## src/rtl/vdp_clock_pkg.sv

```systemverilog
// Shared constants, lock-state type and enable decode tables for the VDP
// clock phase generator.
package vdp_clock_pkg;

    localparam int PHASE_PERIOD = 24;
    localparam int PHASE_W      = 5;
    localparam logic [PHASE_W-1:0] PHASE_LAST = PHASE_W'(PHASE_PERIOD - 1);

    // One bit per phase value; a set bit means the enable fires at that phase.
    localparam logic [PHASE_PERIOD-1:0] EN_21M_PHASES  = 24'h888888; // 3,7,11,15,19,23
    localparam logic [PHASE_PERIOD-1:0] EN_10M_PHASES  = 24'h808080; // 7,15,23
    localparam logic [PHASE_PERIOD-1:0] EN_3M58_PHASES = 24'h800000; // 23

    typedef enum logic {
        ST_UNLOCKED = 1'b0,
        ST_LOCKED   = 1'b1
    } lock_state_e;

    function automatic logic phase_hit(input logic [PHASE_PERIOD-1:0] mask,
                                       input logic [PHASE_W-1:0]      ph);
        return (int'(ph) < PHASE_PERIOD) ? mask[ph] : 1'b0;
    endfunction

endpackage

```

## src/rtl/vdp_sync_edge.sv

```systemverilog
// Two-flop synchronizer plus registered rising-edge detector for a slow
// asynchronous clock; rise_pulse lands 3 clk edges after the input rises.
module vdp_sync_edge (
    input  logic clk,
    input  logic reset_n,
    input  logic d_async,
    output logic rise_pulse
);

    // [0],[1] resolve metastability, [2] holds the previous synchronized level
    logic [2:0] sync_q;

    always_ff @(posedge clk or negedge reset_n) begin
        if (!reset_n) begin
            sync_q     <= '0;
            rise_pulse <= 1'b0;
        end else begin
            sync_q     <= {sync_q[1:0], d_async};
            rise_pulse <= sync_q[1] & ~sync_q[2];
        end
    end

endmodule

```

## src/rtl/vdp_clock_phase_gen.sv

```systemverilog
// 24-phase VDP clock sequencer locked to the MSX bus clock, with decoded
// clock enables and a stretched downstream reset.
module vdp_clock_phase_gen
    import vdp_clock_pkg::*;
#(
    parameter int unsigned STRETCH_CYCLES = 1024,
    parameter int unsigned ALIGN_PHASE    = 0,
    parameter int unsigned LOCK_COUNT     = 4,
    parameter int unsigned TIMEOUT_CYCLES = 64
) (
    input  logic               clk,
    input  logic               reset_n,
    input  logic               ext_clk,
    output logic [PHASE_W-1:0] phase,
    output logic               enable_21m,
    output logic               enable_10m,
    output logic               enable_3m58,
    output logic               locked,
    output logic               reset_n_out
);

    localparam int STR_W   = $clog2(STRETCH_CYCLES + 1);
    localparam int TO_W    = $clog2(TIMEOUT_CYCLES + 1);
    localparam int MATCH_W = $clog2(LOCK_COUNT + 1);

    localparam logic [PHASE_W-1:0] ALIGN_VAL    = PHASE_W'(ALIGN_PHASE);
    localparam logic [PHASE_W-1:0] IN_PHASE_VAL =
        PHASE_W'((ALIGN_PHASE + PHASE_PERIOD - 1) % PHASE_PERIOD);
    localparam logic [STR_W-1:0]   STR_MAX      = STR_W'(STRETCH_CYCLES);
    localparam logic [TO_W-1:0]    TO_MAX       = TO_W'(TIMEOUT_CYCLES);
    localparam logic [TO_W-1:0]    TO_HIT       = TO_W'(TIMEOUT_CYCLES - 1);
    localparam logic [MATCH_W-1:0] MATCH_LAST   = MATCH_W'(LOCK_COUNT - 1);

    logic               edge_pulse;
    logic               in_phase;
    logic               realign;
    lock_state_e        state_q, state_d;
    logic [MATCH_W-1:0] match_q, match_d;
    logic               miss_q, miss_d;
    logic [TO_W-1:0]    to_q, to_d;
    logic [PHASE_W-1:0] phase_d;
    logic [STR_W-1:0]   rst_cnt_q, rst_cnt_d;

    vdp_sync_edge u_sync_edge (
        .clk        (clk),
        .reset_n    (reset_n),
        .d_async    (ext_clk),
        .rise_pulse (edge_pulse)
    );

    assign in_phase = edge_pulse && (phase == IN_PHASE_VAL);

    // to_q lags the cycles-since-edge count by one, so the compare on to_d
    // drops lock exactly TIMEOUT_CYCLES cycles after the last edge_pulse.
    assign to_d = edge_pulse ? '0 : ((to_q == TO_MAX) ? to_q : to_q + TO_W'(1));

    always_ff @(posedge clk or negedge reset_n) begin
        if (!reset_n) begin
            state_q <= ST_UNLOCKED;
            match_q <= '0;
            miss_q  <= 1'b0;
            to_q    <= '0;
        end else begin
            state_q <= state_d;
            match_q <= match_d;
            miss_q  <= miss_d;
            to_q    <= to_d;
        end
    end

    always_comb begin
        state_d = state_q;
        match_d = match_q;
        miss_d  = miss_q;
        realign = 1'b0;
        case (state_q)
            ST_UNLOCKED: begin
                if (edge_pulse) begin
                    realign = 1'b1;
                    match_d = in_phase ? match_q + MATCH_W'(1) : '0;
                    if (in_phase && match_q == MATCH_LAST) begin
                        state_d = ST_LOCKED;
                        miss_d  = 1'b0;
                    end
                end
            end
            ST_LOCKED: begin
                if (edge_pulse) begin
                    if (in_phase) begin
                        miss_d = 1'b0;
                    end else if (!miss_q) begin
                        miss_d = 1'b1;
                    end else begin
                        state_d = ST_UNLOCKED;
                        match_d = '0;
                        miss_d  = 1'b0;
                        realign = 1'b1;
                    end
                end else if (to_d == TO_HIT) begin
                    state_d = ST_UNLOCKED;
                    match_d = '0;
                    miss_d  = 1'b0;
                end
            end
            default: state_d = ST_UNLOCKED;
        endcase
    end

    always_comb begin
        locked = (state_q == ST_LOCKED);
    end

    // Realign wins over the natural wrap; enables decode the value being loaded.
    assign phase_d = realign ? ALIGN_VAL :
                     ((phase == PHASE_LAST) ? '0 : phase + PHASE_W'(1));

    always_ff @(posedge clk or negedge reset_n) begin
        if (!reset_n) begin
            phase       <= '0;
            enable_21m  <= 1'b0;
            enable_10m  <= 1'b0;
            enable_3m58 <= 1'b0;
        end else begin
            phase       <= phase_d;
            enable_21m  <= phase_hit(EN_21M_PHASES, phase_d);
            enable_10m  <= phase_hit(EN_10M_PHASES, phase_d);
            enable_3m58 <= phase_hit(EN_3M58_PHASES, phase_d);
        end
    end

    assign rst_cnt_d = (rst_cnt_q == STR_MAX) ? rst_cnt_q : rst_cnt_q + STR_W'(1);

    always_ff @(posedge clk or negedge reset_n) begin
        if (!reset_n) begin
            rst_cnt_q   <= '0;
            reset_n_out <= 1'b0;
        end else begin
            rst_cnt_q   <= rst_cnt_d;
            reset_n_out <= (rst_cnt_d == STR_MAX);
        end
    end

endmodule

```

## config.mk

```make
export PLATFORM = sky130hd
export DESIGN_NAME = vdp_clock_phase_gen
export DESIGN_NICKNAME = d
export VERILOG_FILES = /design/src/rtl/vdp_clock_pkg.sv /design/src/rtl/vdp_sync_edge.sv /design/src/rtl/vdp_clock_phase_gen.sv
export SDC_FILE = /design/constraint.sdc
export NUM_CORES = 1
export LEC_CHECK = 0
export CAP_MARGIN = 20
export CELL_PAD_IN_SITES_DETAIL_PLACEMENT = 0
export CELL_PAD_IN_SITES_GLOBAL_PLACEMENT = 1
export CORE_MARGIN = 5
export CORE_UTILIZATION = 34
export CTS_CLUSTER_SIZE = 8
export DETAILED_ROUTE_END_ITERATION = 7
export PLACE_DENSITY = 0.67
export SLEW_MARGIN = 15
export SYNTH_ARGS = -nofsm -noshare
export SYNTH_HDL_FRONTEND = slang
export SYNTH_SLANG_ARGS = --single-unit
```

## constraint.sdc

```tcl
create_clock -name clk -period 2.1 [get_ports clk]
set_clock_uncertainty 0.2 [all_clocks]
set_input_delay 0.525 -clock clk [delete_from_list [all_inputs] [get_ports clk]]
set_output_delay 0.525 -clock clk [all_outputs]
set_load 0.01 [all_outputs]
```

==> flow_summary_export.csv <==
group,metric,value,unit
synthesis,netlist_instances,176,
die,fp.coreArea,5205,µm²
synthesis,synth_edf_count,0,
setup_path,start_kind,"flop",
synthesis,syn_nets,186,
placed_design,hpwl,2419,µm
pwr,powerDensity,761.5,nW/µm²
sta,finalSetupViolCount,0,
run_status,outcome,"finished clean",
setup_path,crit_required,1.37,ns
synthesis,synth.area.top_cells,"dfrtp_1 (49%), ha_1 (4.7%), xnor2_1 (3.8%), xor2_1 (3.8%), nand3_1 (3.5%)",
final_layout,postLayoutCellArea,2181,µm²
setup_path,crit_buf_inv,1,
sta,worstMarginPinSlew,0.4678,ns
synthesis,syn-cell-area,1848,µm²
setup_path,critPathCaptureType,"output port",
final_layout,fin_nets,206,
sta,hold_violations,0,
global_route,grt_usage,10.57,%
sta,period_needed,2.043,ns
die,dieArea,7010,µm²
setup_path,arrival,1.32,ns
synthesis,ys.flop_type,"dfrtp_1",
placed_design,numPortBuffers,12,
die,die_h,83.73,µm
final_layout,finish.utilization,41.90,%
setup_path,cp_max_fo,7,
global_route,grt.overflow.total,0,
clocking,cts.reportedPaths.clkPinSlew,0.07,ns
sta,finalCritPeriodShare,97.28,%
run,maxCapViolations,0,
global_route,grt_pass1_vias,1294,
clocking,cts_hold_buffers,0,
route,detail_route.first_pass.iterations,4,
synthesis,synth.most_common_cell,"dfrtp_1",
route,wire_per_inst,12.61,µm
synthesis,yosys_register_bits,36,
route,vias_per_cell,4.963,
synthesis,async_reset_ff_share,100.0,%
sta,relSlewSlack,68.81,%
synthesis,ys_warn_count,0,
setup_path,slowest_stage,"clkdlybuf4s50_1",
synthesis,yosysSeqAreaShare,48.75,%
global_route,grt_max_degree,37,
clocking,cts_tree,"built",
synthesis,post-synth-top-area-cell,"dfrtp_1",
synthesis,syn_avg_cell_area,10.50,µm²
pwr,ir_drop,0.0002779,V
route,ant_nets,0,
sta,hold_ws,0.1578,ns
route,wirelength,3368,µm
final_layout,syn2layout_area_growth,18.01,%
route,dr_total_vias,1325,
placed_design,placed_area,2056,µm²
global_route,antenna_found_initial,0,
placed_design,place_ws,0.05701,ns
final_layout,num_antenna_cells,0,
sta,rsz0062_at_grt,"no",
sta,setup_tns,0,ns
die,dieWidth,83.73,µm
setup_path,worstSetupPathType,"reg -> out",
clocking,cts_buffers,5,
die,start_util,35.50,%
worst_hold_path,hold_path.class,"reg -> reg",
clocking,cts-root-buf,"clkbuf_8",
clocking,cts_htree_levels,2,
sta,max_freq,489.5,MHz
pwr,p_leak,0.9367,nW
clocking,clock_sinks,36,
die,rows,26,
setup_path,crit_chain,"clkdlybuf4s50_1",
final_layout,drive_gt1_share,15.74,%
sta,slew_violations,0,
clocking,clock_latency,0.29,ns
synthesis,synth_common_cells,"dfrtp_1 (36), nand2_1 (16), nand3_1 (13)",
synthesis,synth_top_area_share,48.75,%
route,drc,0,
setup_path,slowest_delay,0.58,ns
route,drt-initial-drc-count,80,
global_route,grt_pass1_wl,5996,µm
die,ios,13,
placed_design,gp_congestion,0.8375,
sta,worst_slack,0.05708,ns
clocking,cts_buffer_depth,2,
synthesis,synthDistinctLibCells,43,
setup_path,cp_top_family,"buffers and inverters",
per-stage QoR:
stage | instances | power [mW]
2_1_floorplan | 176 | 1.025
3_3_place_gp | 256 | 1.164
3_5_place_dp | 256 | 1.173
4_1_cts | 264 | 1.683
5_1_grt | 267 | 1.763
6_report | 267 | 1.661
layout make-up:
type                       count  area [µm²]
clock buffer                   6       82.58
clock inverter                 2       10.01
fill                         511        3024
inverter                       9       33.78
multi-input combinational    125       878.3
sequential                    36       903.4
tap                           70       87.58
timing repair buffer          19       185.2
registers in the layout, summed over array words and instances, names as in the netlist:
name	flops
u_sync_edge.sync_q	3
enable_3m58	1
u_sync_edge.rise_pulse	1
enable_21m	1
to_q	7
match_q	3
miss_q	1
locked	1
enable_10m	1
phase	5
rst_cnt_q	11
reset_n_out	1
routing by layer:
metal / part of all wire, % / routed length [µm] / GRT usage (%)
met1: 47 / 1579 / 13.56
met2: 49 / 1646 / 16.27
met3: 2.6 / 87 / 3.258
met4: 1.6 / 55 / 4.825
met5: 0 / 0 / 0
path summary, 6_finish.rpt:
check                                      start                     to  slack [ns]  depth (start not counted)
min in group asynchronous                reset_n                to_q[5]        0.41                          2
setup / recovery                        phase[3]               phase[3]        0.06                          1
hold reg to reg            u_sync_edge.sync_q[0]  u_sync_edge.sync_q[1]        0.16                          0
hold / removal             u_sync_edge.sync_q[0]  u_sync_edge.sync_q[1]        0.16                          0
setup reg to reg                         to_q[0]                 miss_q        0.11                          7
max in group asynchronous                reset_n               phase[2]        1.10                          2
logic make-up (layout without fill, tap and decap cells):
kind of cell / Yosys count / after routing / synth area share (%)
AND/OR/NAND/NOR: 73 / 73 / 23.56
buffers and inverters: 15 / 36 / 4.129
multiplexers: 4 / 4 / 2.234
AO/OA/AOI/OAI: 25 / 25 / 9.005
adder cells (fa/ha/maj): 7 / 7 / 4.739
XOR/XNOR: 16 / 16 / 7.583
flip-flops: 36 / 36 / 48.75
power by group:
part | internal (mW) | switching (mW) | leakage [nW]
registers | 0.761 | 0.0860 | 0.466
clock network | 0.262 | 0.241 | 0.0510
logic | 0.165 | 0.146 | 0.419
total | 1.19 | 0.473 | 0.937
cell usage in the layout (no fill, tap or decap), drive strengths merged, types with 4 or more instances in the layout:
cell            n
nor3           10
xor2            8
dfrtp          36
buf             7
inv             9
nand2          16
xnor2           8
nor3b           4
clkdlybuf4s50  12
nand3          13
clkbuf          6
o21ai           6
nor2           12
a21oi           8
ha              7
what timing repair did:
item                       CTS  global route
setup endpoints to repair    0             8
buffers inserted             0             3
resized for setup            0             5
No activity file was read; power rests on OpenSTA's default activity.
